## src/rtl/cpu_pkg.sv

```systemverilog
// Shared definitions for the accumulator CPU: default widths, bus-source and
// ALU encodings, and the instruction opcodes decoded by the control unit.
package cpu_pkg;

  localparam int DEF_DATA_W = 8;
  localparam int DEF_ADDR_W = 5;

  typedef enum logic [1:0] {
    BUS_MEM = 2'd0,
    BUS_DR  = 2'd1,
    BUS_PC  = 2'd2,
    BUS_AC  = 2'd3
  } bus_sel_e;

  typedef enum logic {
    ALU_ADD = 1'b0,
    ALU_SUB = 1'b1
  } alu_sel_e;

  typedef enum logic [2:0] {
    OP_LOAD  = 3'd0,
    OP_STORE = 3'd1,
    OP_ADD   = 3'd2,
    OP_SUB   = 3'd3,
    OP_JMP   = 3'd4,
    OP_JEQ   = 3'd5
  } opcode_e;

endpackage

```

## src/rtl/accumulator_datapath_if.sv

```systemverilog
// Control-unit <-> datapath bundle: load strobes, bus/ALU selects, the
// program-load port, and the opcode/zero flag returned to the control unit.
interface accumulator_datapath_if
  import cpu_pkg::*;
#(
  parameter int DATA_W = DEF_DATA_W,
  parameter int ADDR_W = DEF_ADDR_W
);

  logic              ARLoad;
  logic              DRLoad;
  logic              PCLoad;
  logic              ACLoad;
  logic              IRLoad;
  logic              ALUSel;
  logic              PCInc;
  logic              memRW;
  logic [1:0]        BusSel;
  logic              prog_we;
  logic [ADDR_W-1:0] prog_addr;
  logic [DATA_W-1:0] prog_data;
  logic [2:0]        IR;
  logic              Z;
  logic [DATA_W-1:0] ac_out;
  logic [ADDR_W-1:0] pc_out;

  // Control unit / program loader side.
  modport master (
    output ARLoad, DRLoad, PCLoad, ACLoad, IRLoad, ALUSel, PCInc, memRW,
    output BusSel, prog_we, prog_addr, prog_data,
    input  IR, Z, ac_out, pc_out
  );

  // Datapath side.
  modport slave (
    input  ARLoad, DRLoad, PCLoad, ACLoad, IRLoad, ALUSel, PCInc, memRW,
    input  BusSel, prog_we, prog_addr, prog_data,
    output IR, Z, ac_out, pc_out
  );

endinterface

```

## src/rtl/word_ram.sv

```systemverilog
// Single-port word RAM with asynchronous read and one synchronous write port.
// The program-load port shares the write port and always wins over the CPU.
module word_ram #(
  parameter int DATA_W = 8,
  parameter int ADDR_W = 5
) (
  input  logic              clk_i,
  input  logic              we_i,
  input  logic [ADDR_W-1:0] addr_i,
  input  logic [DATA_W-1:0] wdata_i,
  input  logic              prog_we_i,
  input  logic [ADDR_W-1:0] prog_addr_i,
  input  logic [DATA_W-1:0] prog_data_i,
  output logic [DATA_W-1:0] rdata_o
);

  localparam int DEPTH = 2**ADDR_W;

  logic [DATA_W-1:0] mem_q [DEPTH];
  logic              wr_en_d;
  logic [ADDR_W-1:0] wr_addr_d;
  logic [DATA_W-1:0] wr_data_d;

  // Write-port arbitration: a program-load write suppresses the CPU write.
  always_comb begin
    wr_en_d   = prog_we_i | we_i;
    wr_addr_d = addr_i;
    wr_data_d = wdata_i;
    if (prog_we_i) begin
      wr_addr_d = prog_addr_i;
      wr_data_d = prog_data_i;
    end
  end

  // Storage array; contents survive reset.
  always_ff @(posedge clk_i) begin
    if (wr_en_d) begin
      mem_q[wr_addr_d] <= wr_data_d;
    end
  end

  assign rdata_o = mem_q[addr_i];

endmodule

```

## src/rtl/accumulator_datapath.sv

```systemverilog
// Register-transfer datapath of the accumulator CPU: AR, DR, PC, AC, IR, the
// shared 4-way bus, the add/sub ALU and the word RAM. Every register that is
// loaded in a cycle samples the same pre-edge bus value.
module accumulator_datapath
  import cpu_pkg::*;
#(
  parameter int DATA_W = DEF_DATA_W,
  parameter int ADDR_W = DEF_ADDR_W
) (
  input logic                   CLK,
  input logic                   RST,
  accumulator_datapath_if.slave dp
);

  logic [DATA_W-1:0] bus_w;
  logic [DATA_W-1:0] mem_rdata_w;
  logic              ram_we_w;

  logic [ADDR_W-1:0] ar_q, ar_d;
  logic [ADDR_W-1:0] pc_q, pc_d;
  logic [DATA_W-1:0] dr_q, dr_d;
  logic [DATA_W-1:0] ac_q, ac_d;
  logic [2:0]        ir_q, ir_d;

  // Modulo add/subtract; carry and borrow are discarded by the result width.
  function automatic logic [DATA_W-1:0] alu_op(input logic sub,
                                               input logic [DATA_W-1:0] a,
                                               input logic [DATA_W-1:0] b);
    logic [DATA_W-1:0] r;
    if (sub) r = a - b;
    else     r = a + b;
    return r;
  endfunction

  // Shared bus: PC is zero-extended, RAM is read combinationally at AR.
  always_comb begin
    bus_w = mem_rdata_w;
    case (bus_sel_e'(dp.BusSel))
      BUS_MEM: bus_w = mem_rdata_w;
      BUS_DR:  bus_w = dr_q;
      BUS_PC:  bus_w = {{(DATA_W-ADDR_W){1'b0}}, pc_q};
      BUS_AC:  bus_w = ac_q;
      default: bus_w = mem_rdata_w;
    endcase
  end

  // Next-state for all registers; PCLoad takes priority over PCInc.
  always_comb begin
    ar_d = ar_q;
    dr_d = dr_q;
    ac_d = ac_q;
    ir_d = ir_q;
    pc_d = pc_q;
    if (dp.ARLoad) ar_d = bus_w[ADDR_W-1:0];
    if (dp.DRLoad) dr_d = bus_w;
    if (dp.IRLoad) ir_d = bus_w[DATA_W-1:DATA_W-3];
    if (dp.ACLoad) ac_d = alu_op(alu_sel_e'(dp.ALUSel) == ALU_SUB, ac_q, bus_w);
    if (dp.PCLoad)     pc_d = bus_w[ADDR_W-1:0];
    else if (dp.PCInc) pc_d = pc_q + 1'b1;
  end

  // Architectural registers, cleared immediately on reset.
  always_ff @(posedge CLK or posedge RST) begin
    if (RST) begin
      ar_q <= '0;
      dr_q <= '0;
      pc_q <= '0;
      ac_q <= '0;
      ir_q <= '0;
    end else begin
      ar_q <= ar_d;
      dr_q <= dr_d;
      pc_q <= pc_d;
      ac_q <= ac_d;
      ir_q <= ir_d;
    end
  end

  // CPU stores are blocked during reset; program loads are not.
  assign ram_we_w = ~dp.memRW & ~RST;

  word_ram #(
    .DATA_W (DATA_W),
    .ADDR_W (ADDR_W)
  ) u_ram (
    .clk_i       (CLK),
    .we_i        (ram_we_w),
    .addr_i      (ar_q),
    .wdata_i     (bus_w),
    .prog_we_i   (dp.prog_we),
    .prog_addr_i (dp.prog_addr),
    .prog_data_i (dp.prog_data),
    .rdata_o     (mem_rdata_w)
  );

  assign dp.IR     = ir_q;
  assign dp.Z      = (ac_q == '0);
  assign dp.ac_out = ac_q;
  assign dp.pc_out = pc_q;

endmodule

```

## src/flat_wrapper.sv

```systemverilog
// flat-port wrapper written by rule: the top's interface ports become plain ports
module accumulator_datapath_flat import cpu_pkg::*;
#(
  parameter int DATA_W = DEF_DATA_W,
  parameter int ADDR_W = DEF_ADDR_W
)
  (CLK, RST, dp_ARLoad, dp_DRLoad, dp_PCLoad, dp_ACLoad, dp_IRLoad, dp_ALUSel, dp_PCInc, dp_memRW, dp_BusSel, dp_prog_we, dp_prog_addr, dp_prog_data, dp_IR, dp_Z, dp_ac_out, dp_pc_out);
  accumulator_datapath_if #(.DATA_W(DATA_W), .ADDR_W(ADDR_W)) dp_i ();
  input logic CLK;
  input logic RST;
  input wire logic [$bits(dp_i.ARLoad)-1:0] dp_ARLoad;
  input wire logic [$bits(dp_i.DRLoad)-1:0] dp_DRLoad;
  input wire logic [$bits(dp_i.PCLoad)-1:0] dp_PCLoad;
  input wire logic [$bits(dp_i.ACLoad)-1:0] dp_ACLoad;
  input wire logic [$bits(dp_i.IRLoad)-1:0] dp_IRLoad;
  input wire logic [$bits(dp_i.ALUSel)-1:0] dp_ALUSel;
  input wire logic [$bits(dp_i.PCInc)-1:0] dp_PCInc;
  input wire logic [$bits(dp_i.memRW)-1:0] dp_memRW;
  input wire logic [$bits(dp_i.BusSel)-1:0] dp_BusSel;
  input wire logic [$bits(dp_i.prog_we)-1:0] dp_prog_we;
  input wire logic [$bits(dp_i.prog_addr)-1:0] dp_prog_addr;
  input wire logic [$bits(dp_i.prog_data)-1:0] dp_prog_data;
  output wire logic [$bits(dp_i.IR)-1:0] dp_IR;
  output wire logic [$bits(dp_i.Z)-1:0] dp_Z;
  output wire logic [$bits(dp_i.ac_out)-1:0] dp_ac_out;
  output wire logic [$bits(dp_i.pc_out)-1:0] dp_pc_out;
  assign dp_i.ARLoad = dp_ARLoad;
  assign dp_i.DRLoad = dp_DRLoad;
  assign dp_i.PCLoad = dp_PCLoad;
  assign dp_i.ACLoad = dp_ACLoad;
  assign dp_i.IRLoad = dp_IRLoad;
  assign dp_i.ALUSel = dp_ALUSel;
  assign dp_i.PCInc = dp_PCInc;
  assign dp_i.memRW = dp_memRW;
  assign dp_i.BusSel = dp_BusSel;
  assign dp_i.prog_we = dp_prog_we;
  assign dp_i.prog_addr = dp_prog_addr;
  assign dp_i.prog_data = dp_prog_data;
  assign dp_IR = dp_i.IR;
  assign dp_Z = dp_i.Z;
  assign dp_ac_out = dp_i.ac_out;
  assign dp_pc_out = dp_i.pc_out;
  accumulator_datapath #(.DATA_W(DATA_W), .ADDR_W(ADDR_W)) u_core (.CLK(CLK), .RST(RST), .dp(dp_i));
endmodule
```

## config.mk

```make
export PLATFORM = sky130hd
export DESIGN_NAME = accumulator_datapath_flat
export DESIGN_NICKNAME = d
export VERILOG_FILES = /design/src/rtl/cpu_pkg.sv /design/src/rtl/accumulator_datapath_if.sv /design/src/rtl/word_ram.sv /design/src/rtl/accumulator_datapath.sv /design/src/flat_wrapper.sv
export SDC_FILE = /design/constraint.sdc
export NUM_CORES = 1
export LEC_CHECK = 0
export ABC_AREA = 1
export CAP_MARGIN = 5
export CELL_PAD_IN_SITES_DETAIL_PLACEMENT = 1
export CELL_PAD_IN_SITES_GLOBAL_PLACEMENT = 2
export CORE_UTILIZATION = 41
export CTS_CLUSTER_SIZE = 14
export DETAILED_ROUTE_END_ITERATION = 12
export PLACE_DENSITY = 0.85
export SLEW_MARGIN = 0
export SYNTH_ARGS = -nofsm -noshare
export SYNTH_HDL_FRONTEND = slang
export SYNTH_SLANG_ARGS = --single-unit
export TNS_END_PERCENT = 20
```

## constraint.sdc

```tcl
create_clock -name CLK -period 3.6 [get_ports CLK]
set_clock_uncertainty 0.15 [all_clocks]
set_input_delay 0.54 -clock CLK [delete_from_list [all_inputs] [get_ports CLK]]
set_output_delay 0.54 -clock CLK [all_outputs]
set_load 0.02 [all_outputs]
```

# After elaboration in Yosys (flattened, before gate mapping)
# Memories as Yosys holds them, arrays and structs flattened.
# Cells that the tools add are included.
# W data, S select, Z words.
dict set report classes {
  addsub 3
  n_eq_ne 3
  n_mux 8
  reduce_logical 3
  bitwise_logic 4
}
# op count
set ops {}
lappend ops {{$pmux W8 S4} 1}
lappend ops {{$mux W8} 2}
lappend ops {{$mux W5} 3}
lappend ops {{$add A8 B8 Y8} 1}
lappend ops {{$logic_not A8 Y1} 1}
lappend ops {{$sub A8 B8 Y8} 1}
lappend ops {{$add A5 B1 Y5 const B} 1}
lappend ops {{$eq A2 B2 Y1 const B} 2}
lappend ops {{$eq A2 B1 Y1 const B} 1}
lappend ops {{$logic_not A2 Y1} 1}
lappend ops {{$mux W1} 2}
lappend ops {{$not A1 Y1} 2}
lappend ops {{$reduce_bool A2 Y1} 1}
lappend ops {{$and A1 B1 Y1} 1}
lappend ops {{$or A1 B1 Y1} 1}
dict set report totals {
  wordCells 27
  inputBits 26
  regBits 29
  mem_count 1
  output_inout_bits 17
  mem_bits_rw 256
}
# memory words word_bits rd rd_clocked_by_memory_dff wr line_no
set mem_list {}
lappend mem_list {u_core.u_ram.mem_q 32 8 1 0 1 word_ram.sv:19} ;# logic [DATA_W-1:0] mem_q [DEPTH];

# Depth between registers and ports, before layout
dict set report logic_depth {
  word_depth 5
  depth_mapped 29
  mapped_depth_nobuf 27
}

# Modules after synthesis
# A second synthesis with hierarchy kept.
dict set report hier_totals {
  hier_cells 1208
  area_unflattened_um2 12597.1
}
# mod area_per_inst_um2 seq_area_each_um2 instances cells_each
set by_module_without_submodules {}
lappend by_module_without_submodules {word_ram 10631.4 7687.4 1 956}
lappend by_module_without_submodules {accumulator_datapath 1965.6 725.7 1 252}

# Least setup slack after synthesis
# No wires, ideal clock.
dict set report synth_timing {
  path_kind {register to register}
  startpoint {reg u_core.ar_q[0]}
  endpoint {reg u_core.ac_q[7] (netlist: u_core.dp.ac_out[7])}
  path_slack_ns 0.242
  period_less_slack_ns 3.358
  arrival_ns 3.091
  setup_ns 0.117
  path_buffers 3
  path_stages_with_launch 30
  path_cell_list {dfrtp_1 > buf_6 > buf_6 > buf_6 > nand2_1 > nand3_1 > nand3_1 > nand2_1 > nand2_1 > nand3_1 > o21ai_1 > nand2_1 > nand2_2 > ha_1 > nand2_1 > nor2_1 > a21oi_1 > xnor2_1 > ha_1 > nand2_1 > inv_1 > a221oi_1 > o31ai_1 > nand3b_1 > nand2_1 > inv_1 > nand2_1 > nand3_1 > nand2_1 > nand2_1}
}
dict set report synth_via {
  elab_chain_cells 4
}
# element line_no
set synth_rtl {}
lappend synth_rtl {{start: declaration} accumulator_datapath.sv:19} ;# logic [ADDR_W-1:0] ar_q, ar_d;
lappend synth_rtl {{start signal: assignment} accumulator_datapath.sv:71} ;# ar_q <= ar_d;
lappend synth_rtl {{$mem_v2 Z32 W8 *} n/a}
lappend synth_rtl {{$pmux W8 S4 *} accumulator_datapath.sv:38} ;# case (bus_sel_e'(dp.BusSel))
lappend synth_rtl {{$add A8 B8 Y8 or $sub A8 B8 Y8 (tied branches)} {accumulator_datapath.sv:31, accumulator_datapath.sv:30}}
lappend synth_rtl {{$mux W8 *} accumulator_datapath.sv:30} ;# if (sub) r = a - b;
lappend synth_rtl {{end signal: assignment} accumulator_datapath.sv:68} ;# ac_q <= '0;
lappend synth_rtl {{end signal: assignment} accumulator_datapath.sv:74} ;# ac_q <= ac_d;
lappend synth_rtl {{end: declaration} accumulator_datapath.sv:22} ;# logic [DATA_W-1:0] ac_q, ac_d;
# Mark *: on every way between the ends. The rest lies on a longest branch, timed or not.
# A chain may end at the register's enable or synchronous reset.

# Final worst setup path
# Ends and elaborated chain as after synthesis.

==> metrics.md <==
| Metric | Value |
|---|---|
| Post-synthesis sequential area ratio | 67.6% |
| # diodes | 0 |
| Drt wl/cell | 22.2 um |
| Total GRT Usage | 25.3% |
| CP most frequent cell | nand2_2 |
| CTS max path bufs | 3 |
| Core ar. | 29,700 sq um |
| Fin crit share | 108% |
| Antenna violations before repair | 0 |
| Clk_lat worst skew | 560 ps |
| Worst Max-Slew Pin Slew | 771 ps |
| PwrDens | 716 nW/um^2 |
| Total power | 11.4 mW |
| Vias in the first global route | 9,881 |
| Critical path class | flop to flop |
| Slew Limit Fails | 0 |
| Placement Setup Slack | -351 ps |
| Final worst setup slack | -273 ps |
| Violated checks | negative setup slack |
| Die W | 176 um |
| Synth-to-Final Area Change | 28.2% |
| Synthesized cell area | 12,400 sq um |
| Max Clk Rate | 258 MHz |
| Gp weighted congestion | 0.837 |
| Crit end category | flop |
| Root Driver | clkbuf_16 |
| Commonest non-fill, non-tap cell in the layout | nand2_1 |
| Filler cells | 3,107 |
| Layout cells sized above 1 | 23.6% |
| Setup violators final | 3 |
| Outcome | finished with violations |
| Clk slew on worst S/H paths | 70 ps |
| Arrival @ worst endpoint | 4180 ps |
| Number of library cell types mapped by synthesis | 35 |
| R2R cell count | 28 |
| Nets | 1,370 |
| Cts-stage hold buffer count | 0 |
| Worst setup path startpoint | u_core.ar_q[0] |
| Cell count after synthesis | 1,158 |
| Hold slack | 218 ps |
| Fin crit period | 3870 ps |
| Final hold violations | 0 |
| Post-route ant nets | 0 |
| Reg2reg start | u_core.ar_q[0] |
| R2R setup slack | -270 ps |
| Drt drc | 0 |
| Worst Hold Class | primary input to async pin |
| Dpl cells | 1,679 |
| Die height | 176 um |
| Post-route insts no fill | 1,748 |
| Port Buffers | 42 |
| Nature of the critical path startpoint | flop |
| Max-cap violations | 0 |
| Row Count | 63 |
| Most frequent cells in the layout | nand2_1, edfxtp_1, nand3_1 |
| Via count | 9,522 |
| Maximum vdd drop | 0.444 mV |
| Crit-path slowest cell | dfrtp_4 |
| Global route overflow | 0 |
| RR Endpoint | u_core.dp.ac_out[7] |
| CP max stage delay | 550 ps |
| DIE AREA | 31,000 sq um |
| #FFs+latches synth | 285 |
| Initial DRT Pass Iterations | 5 |
| Ys Warns | 0 |
| TritonCTS buffer count | 30 |
| CTS tree | done |
| Area of the multi-input gates | 3920 sq um |
| Detailed Route Iter0 Violations | 719 |
| First-pass GRT wire length | 58.4 mm |
| DP Wirelength | 24.6 mm |
| Crit path max fanout | 10 |
| H-tree level count | 1 |
| Drt total wl | 38.8 mm |
| DR vias/cell | 5.45 |
| Req. time, crit path | 3900 ps |
| P_leak | 6.20 nW |
| Mean post-synth cell area | 10.7 sq um |
| Ports | 43 |
| Clock Sinks | 285 |
| Initial Util | 41.9% |
| Syn Nets | 1,194 |
| RSZ-0062 raised after global routing | true |
| Register Area | 8420 sq um |
| Largest net degree at the start of global routing | 33 |
| Max_slew headroom | 48.4% |
-- critical path: cells and delay by family (launching register included) --
family / cells / cell delay, ps
AND/OR/NAND/NOR: 19 / 1630
flip-flops: 1 / 550
buffers and inverters: 5 / 550
AO/OA/AOI/OAI: 2 / 380
adder cells (fa/ha/maj): 1 / 330
XOR/XNOR: 1 / 180
-- routing by layer --
metal | vias to the layer above | track usage, % | part of all wire (%)
met5 | - | 0 | 0
met4 | 0 | 8.91 | 3.3
met3 | 89 | 3.57 | 5.0
met2 | 274 | 42.2 | 49
met1 | 4796 | 33.8 | 43
li1 | 4363 | - | -
-- worst max path at each step --
| stage | endpoint | slack [ps] | depth (start not counted) |
|---|---|---|---|
| CTS | u_core.dp.ac_out[7] | -230 | 25 |
| global route | u_core.dp.ac_out[7] | -450 | 28 |
| finish | u_core.dp.ac_out[7] | -270 | 28 |
| floorplan | u_core.dp.ac_out[7] | 240 | 29 |
| global placement | u_core.dp.ac_out[7] | -230 | 22 |
| detailed placement | u_core.dp.ac_out[7] | -350 | 22 |
-- final cells by class --
type,count,share of cell area (%)
flip-flops and latches,285,52.8
clock buffers,37,5.13
inverters,48,1.22
clock inverters,19,1.47
repair buffers,200,11.8
multi-input cells,769,24.6
well taps,390,3.06
-- kinds of logic after synthesis --
group	Yosys count	share of synthesized area, %
xor gates and xnor gates	11	0.775
and+or+nand+nor	659	22.2
DFF	285	67.6
adders and majority gates	10	1.07
buffers and inverters	104	4.41
AOI/OAI and AO/OA	89	3.89
-- sequential cells by signal, indices dropped and copies added (netlist names) --
register / flops
u_core.dp.pc_out: 5
u_core.dp.ac_out: 8
u_core.ar_q: 5
u_core.u_ram.mem_q: 256
u_core.dp.IR: 3
u_core.dr_q: 8
-- synthesized netlist by cell type, drive strengths merged --
| master | count | area share, % |
|---|---|---|
| a21o | 1 | 0.060 |
| a21oi | 13 | 0.52 |
| a221oi | 2 | 0.14 |
| a22oi | 1 | 0.060 |
| a31oi | 3 | 0.15 |
| buf | 49 | 2.7 |
| clkbuf | 7 | 0.21 |
| clkinv | 3 | 0.10 |
| dfrtp | 29 | 5.8 |
| edfxtp | 256 | 62 |
| fa | 1 | 0.16 |
| ha | 9 | 0.91 |
| inv | 45 | 1.4 |
| nand2 | 358 | 11 |
| nand3 | 203 | 8.2 |
| nand3b | 1 | 0.060 |
| nand4 | 4 | 0.20 |
| nor2 | 87 | 2.6 |
| nor3 | 1 | 0.040 |
| o211ai | 5 | 0.30 |
| o21ai | 59 | 2.4 |
| o22ai | 3 | 0.15 |
| o2bb2ai | 1 | 0.070 |
| o31ai | 1 | 0.060 |
| or2 | 5 | 0.25 |
| xnor2 | 4 | 0.28 |
| xor2 | 7 | 0.49 |
-- per-stage QoR --
step	TNS (ps)	utilization [%]	cell area, sq um
final	-442	53.6	15900
after global routing	-1120	53.6	15900
after CTS	-547	52.8	15700
after detailed placement	-863	48.1	14300
after global placement	-467	48.1	14300
after floorplan	0	-	12400
-- timing repair --
| action | CTS | global route |
|---|---|---|
| buffers inserted | 9 | 2 |
| resized for setup | 61 | 63 |
| pin swaps | 23 | 31 |
| endpoints found under the setup margin | 4 | 5 |
| cloned | 2 | 1 |
-- report_power, final --
group | total, mW | switching, mW | internal [mW]
Sequential | 4.08 | 0.144 | 3.93
Clock | 3.28 | 1.31 | 1.97
Combinational | 4.05 | 2.44 | 1.62
Total | 11.4 | 3.89 | 7.52
Note: power is estimated with default switching activity, not from simulation.
